<file path="src/rtl/tl_pkg.sv">
// Shared encodings for the N-road traffic-light controller.
// Lamp codes drive the per-road lamp fields; phase codes are exposed on the
// controller's phase output so downstream logic can tell where it is in a
// switch-over.
package tl_pkg;

    // Width of one road's lamp field inside the packed lights bus.
    localparam int LAMP_W = 2;

    // Lamp drive codes for a single approach.
    typedef enum logic [LAMP_W-1:0] {
        GREEN  = 2'b00,
        YELLOW = 2'b01,
        RED    = 2'b10
    } lamp_t;

    // Switch-over phases. Code 2'b11 is never produced and is steered back
    // to all-red, which is the safe state for the intersection.
    typedef enum logic [1:0] {
        PH_GREEN  = 2'd0,
        PH_YELLOW = 2'd1,
        PH_ALLRED = 2'd2
    } phase_t;

endpackage

</file>
<file path="src/rtl/tl_rr_pick.sv">
// Combinational round-robin search.
// Scans req starting at index 'start' and wrapping from N_ROAD-1 back to 0;
// the first set bit found is returned on 'grant' with 'valid' high. When no
// bit is set, valid is low and grant is 0.
//
// Ports:
//   req   - request vector, one bit per road
//   start - first index to examine
//   grant - index of the first requesting road at or after start
//   valid - at least one request was found
module tl_rr_pick #(
    parameter int N_ROAD = 4,
    parameter int AW     = 2
) (
    input  logic [N_ROAD-1:0] req,
    input  logic [AW-1:0]     start,
    output logic [AW-1:0]     grant,
    output logic              valid
);

    // Walk the ring once, carrying the probe index with an explicit wrap so
    // no modulo hardware is needed for non-power-of-two road counts. The
    // first hit wins; later hits are ignored once valid is set.
    logic [AW-1:0] idx;

    always_comb begin
        grant = '0;
        valid = 1'b0;
        idx   = start;
        for (int j = 0; j < N_ROAD; j++) begin
            if (!valid && req[idx]) begin
                valid = 1'b1;
                grant = idx;
            end
            idx = (idx == AW'(N_ROAD - 1)) ? '0 : idx + AW'(1);
        end
    end

endmodule

</file>
<file path="src/rtl/tl_cntr_n.sv">
// N-road traffic-light controller.
// One road owns the intersection at a time. A switch-over runs green (with a
// minimum and, when others wait, a maximum length), then yellow, then an
// all-red clearance, after which the next requesting road in round-robin
// order receives green. With nobody else waiting, green is held indefinitely.
//
// Ports:
//   clk    - clock, rising edge
//   reset  - asynchronous active-high reset
//   sensor - vehicle present per road, already synchronous to clk
//   lights - lamp code for road i on bits [2i+1:2i]
//   active - road currently owning green, yellow or all-red
//   phase  - current phase code (PH_GREEN / PH_YELLOW / PH_ALLRED)
module tl_cntr_n
    import tl_pkg::*;
#(
    parameter int N_ROAD    = 4,
    parameter int CNT_W     = 8,
    parameter int GREEN_MIN = 4,
    parameter int GREEN_MAX = 16,
    parameter int YELLOW_T  = 2,
    parameter int ALLRED_T  = 1,
    localparam int AW       = (N_ROAD > 2) ? $clog2(N_ROAD) : 1
) (
    input  logic                       clk,
    input  logic                       reset,
    input  logic [N_ROAD-1:0]          sensor,
    output logic [LAMP_W*N_ROAD-1:0]   lights,
    output logic [AW-1:0]              active,
    output logic [1:0]                 phase
);

    localparam logic [CNT_W-1:0] GMIN_M1 = CNT_W'(GREEN_MIN - 1);
    localparam logic [CNT_W-1:0] GMAX_M1 = CNT_W'(GREEN_MAX - 1);
    localparam logic [CNT_W-1:0] YEL_M1  = CNT_W'(YELLOW_T - 1);
    localparam logic [CNT_W-1:0] AR_M1   = CNT_W'(ALLRED_T - 1);

    phase_t                     phase_q, phase_d;
    logic [AW-1:0]              active_q, active_d;
    logic [AW-1:0]              next_q, next_d;
    logic [CNT_W-1:0]           timer_q, timer_d;
    logic [LAMP_W*N_ROAD-1:0]   lights_q, lights_d;

    logic [N_ROAD-1:0]          req_masked;
    logic [AW-1:0]              start_idx;
    logic [AW-1:0]              pick_grant;
    logic                       pick_valid;
    logic                       other_req;
    logic                       own_req;

    // Lamp pattern for a given phase/owner: only the owner can be non-red,
    // and even the owner is red during all-red or an unknown phase code.
    function automatic logic [LAMP_W*N_ROAD-1:0] lamp_decode(input phase_t ph,
                                                             input logic [AW-1:0] act);
        logic [LAMP_W*N_ROAD-1:0] v;
        v = '0;
        for (int i = 0; i < N_ROAD; i++) begin
            v[LAMP_W*i +: LAMP_W] = RED;
            if (AW'(i) == act) begin
                case (ph)
                    PH_GREEN:  v[LAMP_W*i +: LAMP_W] = GREEN;
                    PH_YELLOW: v[LAMP_W*i +: LAMP_W] = YELLOW;
                    default:   v[LAMP_W*i +: LAMP_W] = RED;
                endcase
            end
        end
        return v;
    endfunction

    // The search begins just past the current owner, and the owner's own
    // request is hidden so it can never be re-chosen as its own successor.
    assign start_idx  = (active_q == AW'(N_ROAD - 1)) ? '0 : active_q + AW'(1);
    assign req_masked = sensor & ~(N_ROAD'(1) << active_q);
    assign other_req  = |req_masked;
    assign own_req    = sensor[active_q];

    tl_rr_pick #(
        .N_ROAD (N_ROAD),
        .AW     (AW)
    ) u_pick (
        .req    (req_masked),
        .start  (start_idx),
        .grant  (pick_grant),
        .valid  (pick_valid)
    );

    // State register. Lights are registered alongside phase/active so the
    // lamp drivers see a glitch-free bus that changes in the same cycle as
    // the phase code.
    always_ff @(posedge clk or posedge reset) begin
        if (reset) begin
            phase_q  <= PH_GREEN;
            active_q <= '0;
            next_q   <= '0;
            timer_q  <= '0;
            lights_q <= lamp_decode(PH_GREEN, '0);
        end else begin
            phase_q  <= phase_d;
            active_q <= active_d;
            next_q   <= next_d;
            timer_q  <= timer_d;
            lights_q <= lights_d;
        end
    end

    // Next-state logic. The timer counts cycles spent in the current phase
    // and restarts at 0 on every phase entry. Green leaves once the minimum
    // has elapsed and someone else is waiting, either because the owner has
    // gone quiet or because the maximum has been reached; the successor is
    // latched at that moment so later sensor changes cannot redirect it.
    always_comb begin
        phase_d  = phase_q;
        active_d = active_q;
        next_d   = next_q;
        timer_d  = timer_q + CNT_W'(1);
        case (phase_q)
            PH_GREEN: begin
                if ((timer_q >= GMIN_M1) && other_req &&
                    (!own_req || (timer_q >= GMAX_M1))) begin
                    phase_d = PH_YELLOW;
                    timer_d = '0;
                    if (pick_valid) begin
                        next_d = pick_grant;
                    end
                end else if (timer_q >= GMAX_M1) begin
                    timer_d = GMAX_M1;
                end
            end
            PH_YELLOW: begin
                if (timer_q >= YEL_M1) begin
                    phase_d = PH_ALLRED;
                    timer_d = '0;
                end
            end
            PH_ALLRED: begin
                if (timer_q >= AR_M1) begin
                    phase_d  = PH_GREEN;
                    active_d = next_q;
                    timer_d  = '0;
                end
            end
            default: begin
                phase_d = PH_ALLRED;
                timer_d = '0;
            end
        endcase
        lights_d = lamp_decode(phase_d, active_d);
    end

    assign lights = lights_q;
    assign active = active_q;
    assign phase  = phase_q;

endmodule

</file>
<file path="config.mk">
export PLATFORM = sky130hd
export DESIGN_NAME = tl_cntr_n
export DESIGN_NICKNAME = d
export VERILOG_FILES = /design/src/rtl/tl_pkg.sv /design/src/rtl/tl_rr_pick.sv /design/src/rtl/tl_cntr_n.sv
export SDC_FILE = /design/constraint.sdc
export NUM_CORES = 1
export LEC_CHECK = 0
export ABC_CLOCK_PERIOD_IN_PS = 5100
export BUFFER_PORTS_ARGS = -buffer_cell sky130_fd_sc_hd__buf_2
export CAP_MARGIN = 20
export CORE_MARGIN = 2
export CORE_UTILIZATION = 55
export DETAILED_ROUTE_END_ITERATION = 8
export PLACE_DENSITY = 0.78
export SLEW_MARGIN = 20
export SYNTH_ARGS = -nofsm -noshare
export SYNTH_HDL_FRONTEND = slang
export SYNTH_HIERARCHICAL = 1
export SYNTH_SLANG_ARGS = --single-unit
</file>
<file path="constraint.sdc">
create_clock -name clk -period 5.1 [get_ports clk]
set_input_delay 0 -clock clk [delete_from_list [all_inputs] [get_ports clk]]
set_output_delay 0 -clock clk [all_outputs]
set_load 0.02 [all_outputs]
</file>
==> results.py <==
metrics = {
    "run_status": {
        "outcome": "finished clean",
    },
    "critical_path": {
        "crit_path_max_incr_delay_ns": 0.60,
        "arrival_ns": 3.46,
        "crit_family": "simple AND/OR/NAND/NOR gates",
        "slowest_stage": "nor2_1",
        "cp_max_fo": 14,
        "required_ns": 5.31,
        "endpoint_kind": "register",
        "crit_buf_inv": 0,
        "cp_cell_sequence": "ha_1 -> nor2_1 -> ha_1 -> mux2i_1 -> mux2i_1 -> o32ai_1 -> nand2_1 -> nand2_1 -> nor4_1 -> mux2_2",
        "start_kind": "register",
        "critPathKind": "register to register",
    },
    "placed_design": {
        "place_congestion": 0.938,
        "hpwl_um": 1960,
        "port_buffers": 17,
    },
    "power_and_ir_drop": {
        "netSwitchingPower_uw": 456,
        "p_comb_share_pct": 60.3,
        "p_leak_uw": 0.000697,
        "power.density_mw_per_mm2": 684,
        "swShare_pct": 44.9,
        "clkPwrFrac_pct": 12.7,
        "seq_power_share_pct": 27.0,
        "vdd_drop_max_mv": 0.651,
        "p_int_uw": 560,
    },
    "final_layout": {
        "final_cell_mix": "dfrtp_1, buf_2, inv_1",
        "area_growth_pct": 13.2,
        "layout_commonest_cell": "dfrtp_1",
        "final_core_util_pct": 66.5,
        "final_nets": 166,
        "layout-drive-gt1-share_pct": 25.2,
        "diodes": 0,
        "fillerInstances": 175,
    },
    "clocking": {
        "cts.htree.levels": 1,
        "cts.sink_count": 22,
        "cts_tree": "built",
        "cts-root-buf": "clkbuf_4",
        "clockBufferDepth": 2,
        "cts_resized": 0,
        "post_cts.repair.setup_buffers": 0,
        "clk_pin_slew_worst_paths_ns": 0.12,
        "numCtsBuffers": 3,
        "clk_latency_ns": 0.31,
    },
    "global_routing": {
        "grt_busiest_layer": "met2",
        "grt_pass1_vias": 1074,
        "use_met2_pct": 37.3,
        "antenna_found_initial": 0,
        "track_usage_pct": 21.7,
        "grt_overflow_total": 0,
        "grt_max_degree": 23,
        "grt_pass1_wl_um": 4480,
        "use_met3_pct": 5.65,
        "grt_util_met1_pct": 27.3,
    },
    "floorplan": {
        "die_x_um": 52.9,
        "start_util_pct": 58.8,
        "die_h_um": 52.9,
        "boundaryPins": 18,
        "core_region_area_mm2": 0.00223,
        "die-area_mm2": 0.00279,
        "rows": 17,
    },
    "yosys": {
        "ys_seq_elements": 22,
        "syn_inst": 130,
        "yosys_warnings": 6,
        "synthFlopType": "dfrtp_1",
        "avgSynthCellArea_um2": 10.1,
        "async_flop_share_pct": 100,
        "ys_types": 45,
        "synth_edf_count": 0,
        "seq_area_frac_synth_pct": 42.2,
        "synth_area_mm2": 0.00131,
    },
    "drt": {
        "via_per_inst": 6.03,
        "first_pass_iters": 4,
        "ant_nets": 0,
        "wl_per_cell_um": 14.3,
        "totalWireLength_um": 2560,
        "route.vias.total": 1079,
        "drc": 0,
        "drt_iter0_drc": 32,
    },
    "sta": {
        "final.setup_skew_ns": 0.0115,
        "min_period_ns": 3.25,
        "grt_setup_unrepaired": "no",
        "setup_tns_ns": 0,
        "setup_viol": 0,
        "hold_viol": 0,
        "fmax_mhz": 308,
        "period_share_pct": 63.8,
        "worst_slew_pin_slew_ns": 0.784,
        "finalHoldWorstSlack_ns": 0.364,
        "slew_headroom_pct": 47.5,
        "slew_violations": 0,
    },
    "run": {
        "maxCapViolCount": 0,
    },
    "hold_path": {
        "hold_class": "input pin to async pin",
    },
}
metrics by stage:
step	setup slack (ns)	instances	power, µW	area [µm²]
after floorplan	2.39	133	771	1320
after global placement	2.08	174	849	1420
after detailed placement	1.91	174	879	1420
after CTS	1.89	179	1010	1480
after global routing	1.56	179	1100	1490
final	1.85	179	1020	1490
cell type report:
class | instances | area, µm² | share of cell area (%)
clock buffers | 3 | 22.5 | 1.52
flip-flops and latches | 22 | 554 | 37.3
inverters | 12 | 45.0 | 3.03
repair buffers | 18 | 95.1 | 6.40
well taps | 28 | 35.0 | 2.36
clock inverters | 1 | 30.0 | 2.02
multi-input cells | 95 | 703 | 47.3
repair_timing:
item | CTS | global route
endpoints found under the setup margin | 0 | 0
hold buffers | 1 | 0
hold endpoints to repair | 19 | 0
tightest hold or removal path, delay by kind of cell:
family	cells	cell delay, ns
buf+inv	3	1.20
worst paths after layout:
path	start	endpoint	slack, ns	cells past startpoint
min in group clk	sensor[0]	timer_q[1]$_DFF_PP0_	0.41	5
min	reset	lights[6]$_DFF_PP0_	0.36	3
max	active[0]$_DFF_PP0_	next_q[0]$_DFFE_PP0P_	1.85	10
max in group asynchronous	reset	timer_q[0]$_DFF_PP0_	4.25	3
min reg2reg	next_q[0]$_DFFE_PP0P_	next_q[0]$_DFFE_PP0P_	0.54	1
max reg2reg	active[0]$_DFF_PP0_	next_q[0]$_DFFE_PP0P_	1.85	10
routing by layer:
| layer | share of wire, % | wire length [µm] |
|---|---|---|
| met1 | 44 | 1130 |
| met2 | 50 | 1290 |
| met3 | 5.2 | 133 |
| met4 | 0.35 | 9 |
| met5 | 0 | 0 |
cells in the mapped netlist, types with 3 or more instances:
cell	number	share of area [%]
o21ai_0	6	2.3
a211oi_1	4	2.3
mux2i_1	4	3.1
dfrtp_1	19	36
and2b_2	4	2.7
dfstp_2	3	6.0
ha_1	8	7.6
nand2_1	10	2.9
nor2_1	7	2.0
a22oi_1	3	1.7
inv_1	12	3.4
a21oi_1	4	1.5
mux2_2	3	2.6
nor4_1	4	1.9
nand3_1	6	2.3
cell families (layout without fill, tap and decap cells):
group / Yosys count / after routing / synth area share [%]
AOI/OAI and AO/OA: 34 / 34 / 18.0
muxes: 8 / 8 / 7.34
and+or+nand+nor: 40 / 40 / 18.3
buffers and inverters: 16 / 34 / 5.53
adders and majority gates: 8 / 8 / 7.63
xor gates and xnor gates: 1 / 1 / 0.667
DFF: 22 / 22 / 42.2
other: 1 / 4 / 0.286
power by group through the flow:
stage                     combinational, µW  sequential, µW  clock [µW]
after floorplan                         454             317           0
after global placement                  575             273           0
after detailed placement                601             278           0
after CTS                               604             275         132
after global routing                    677             283         139
final                                   613             275         129
registers in the layout (all words and copies together) (netlist names):
signal   count
active       2
lights       8
next_q       2
phase        2
timer_q      8
(Power assumes the default switching activity.)
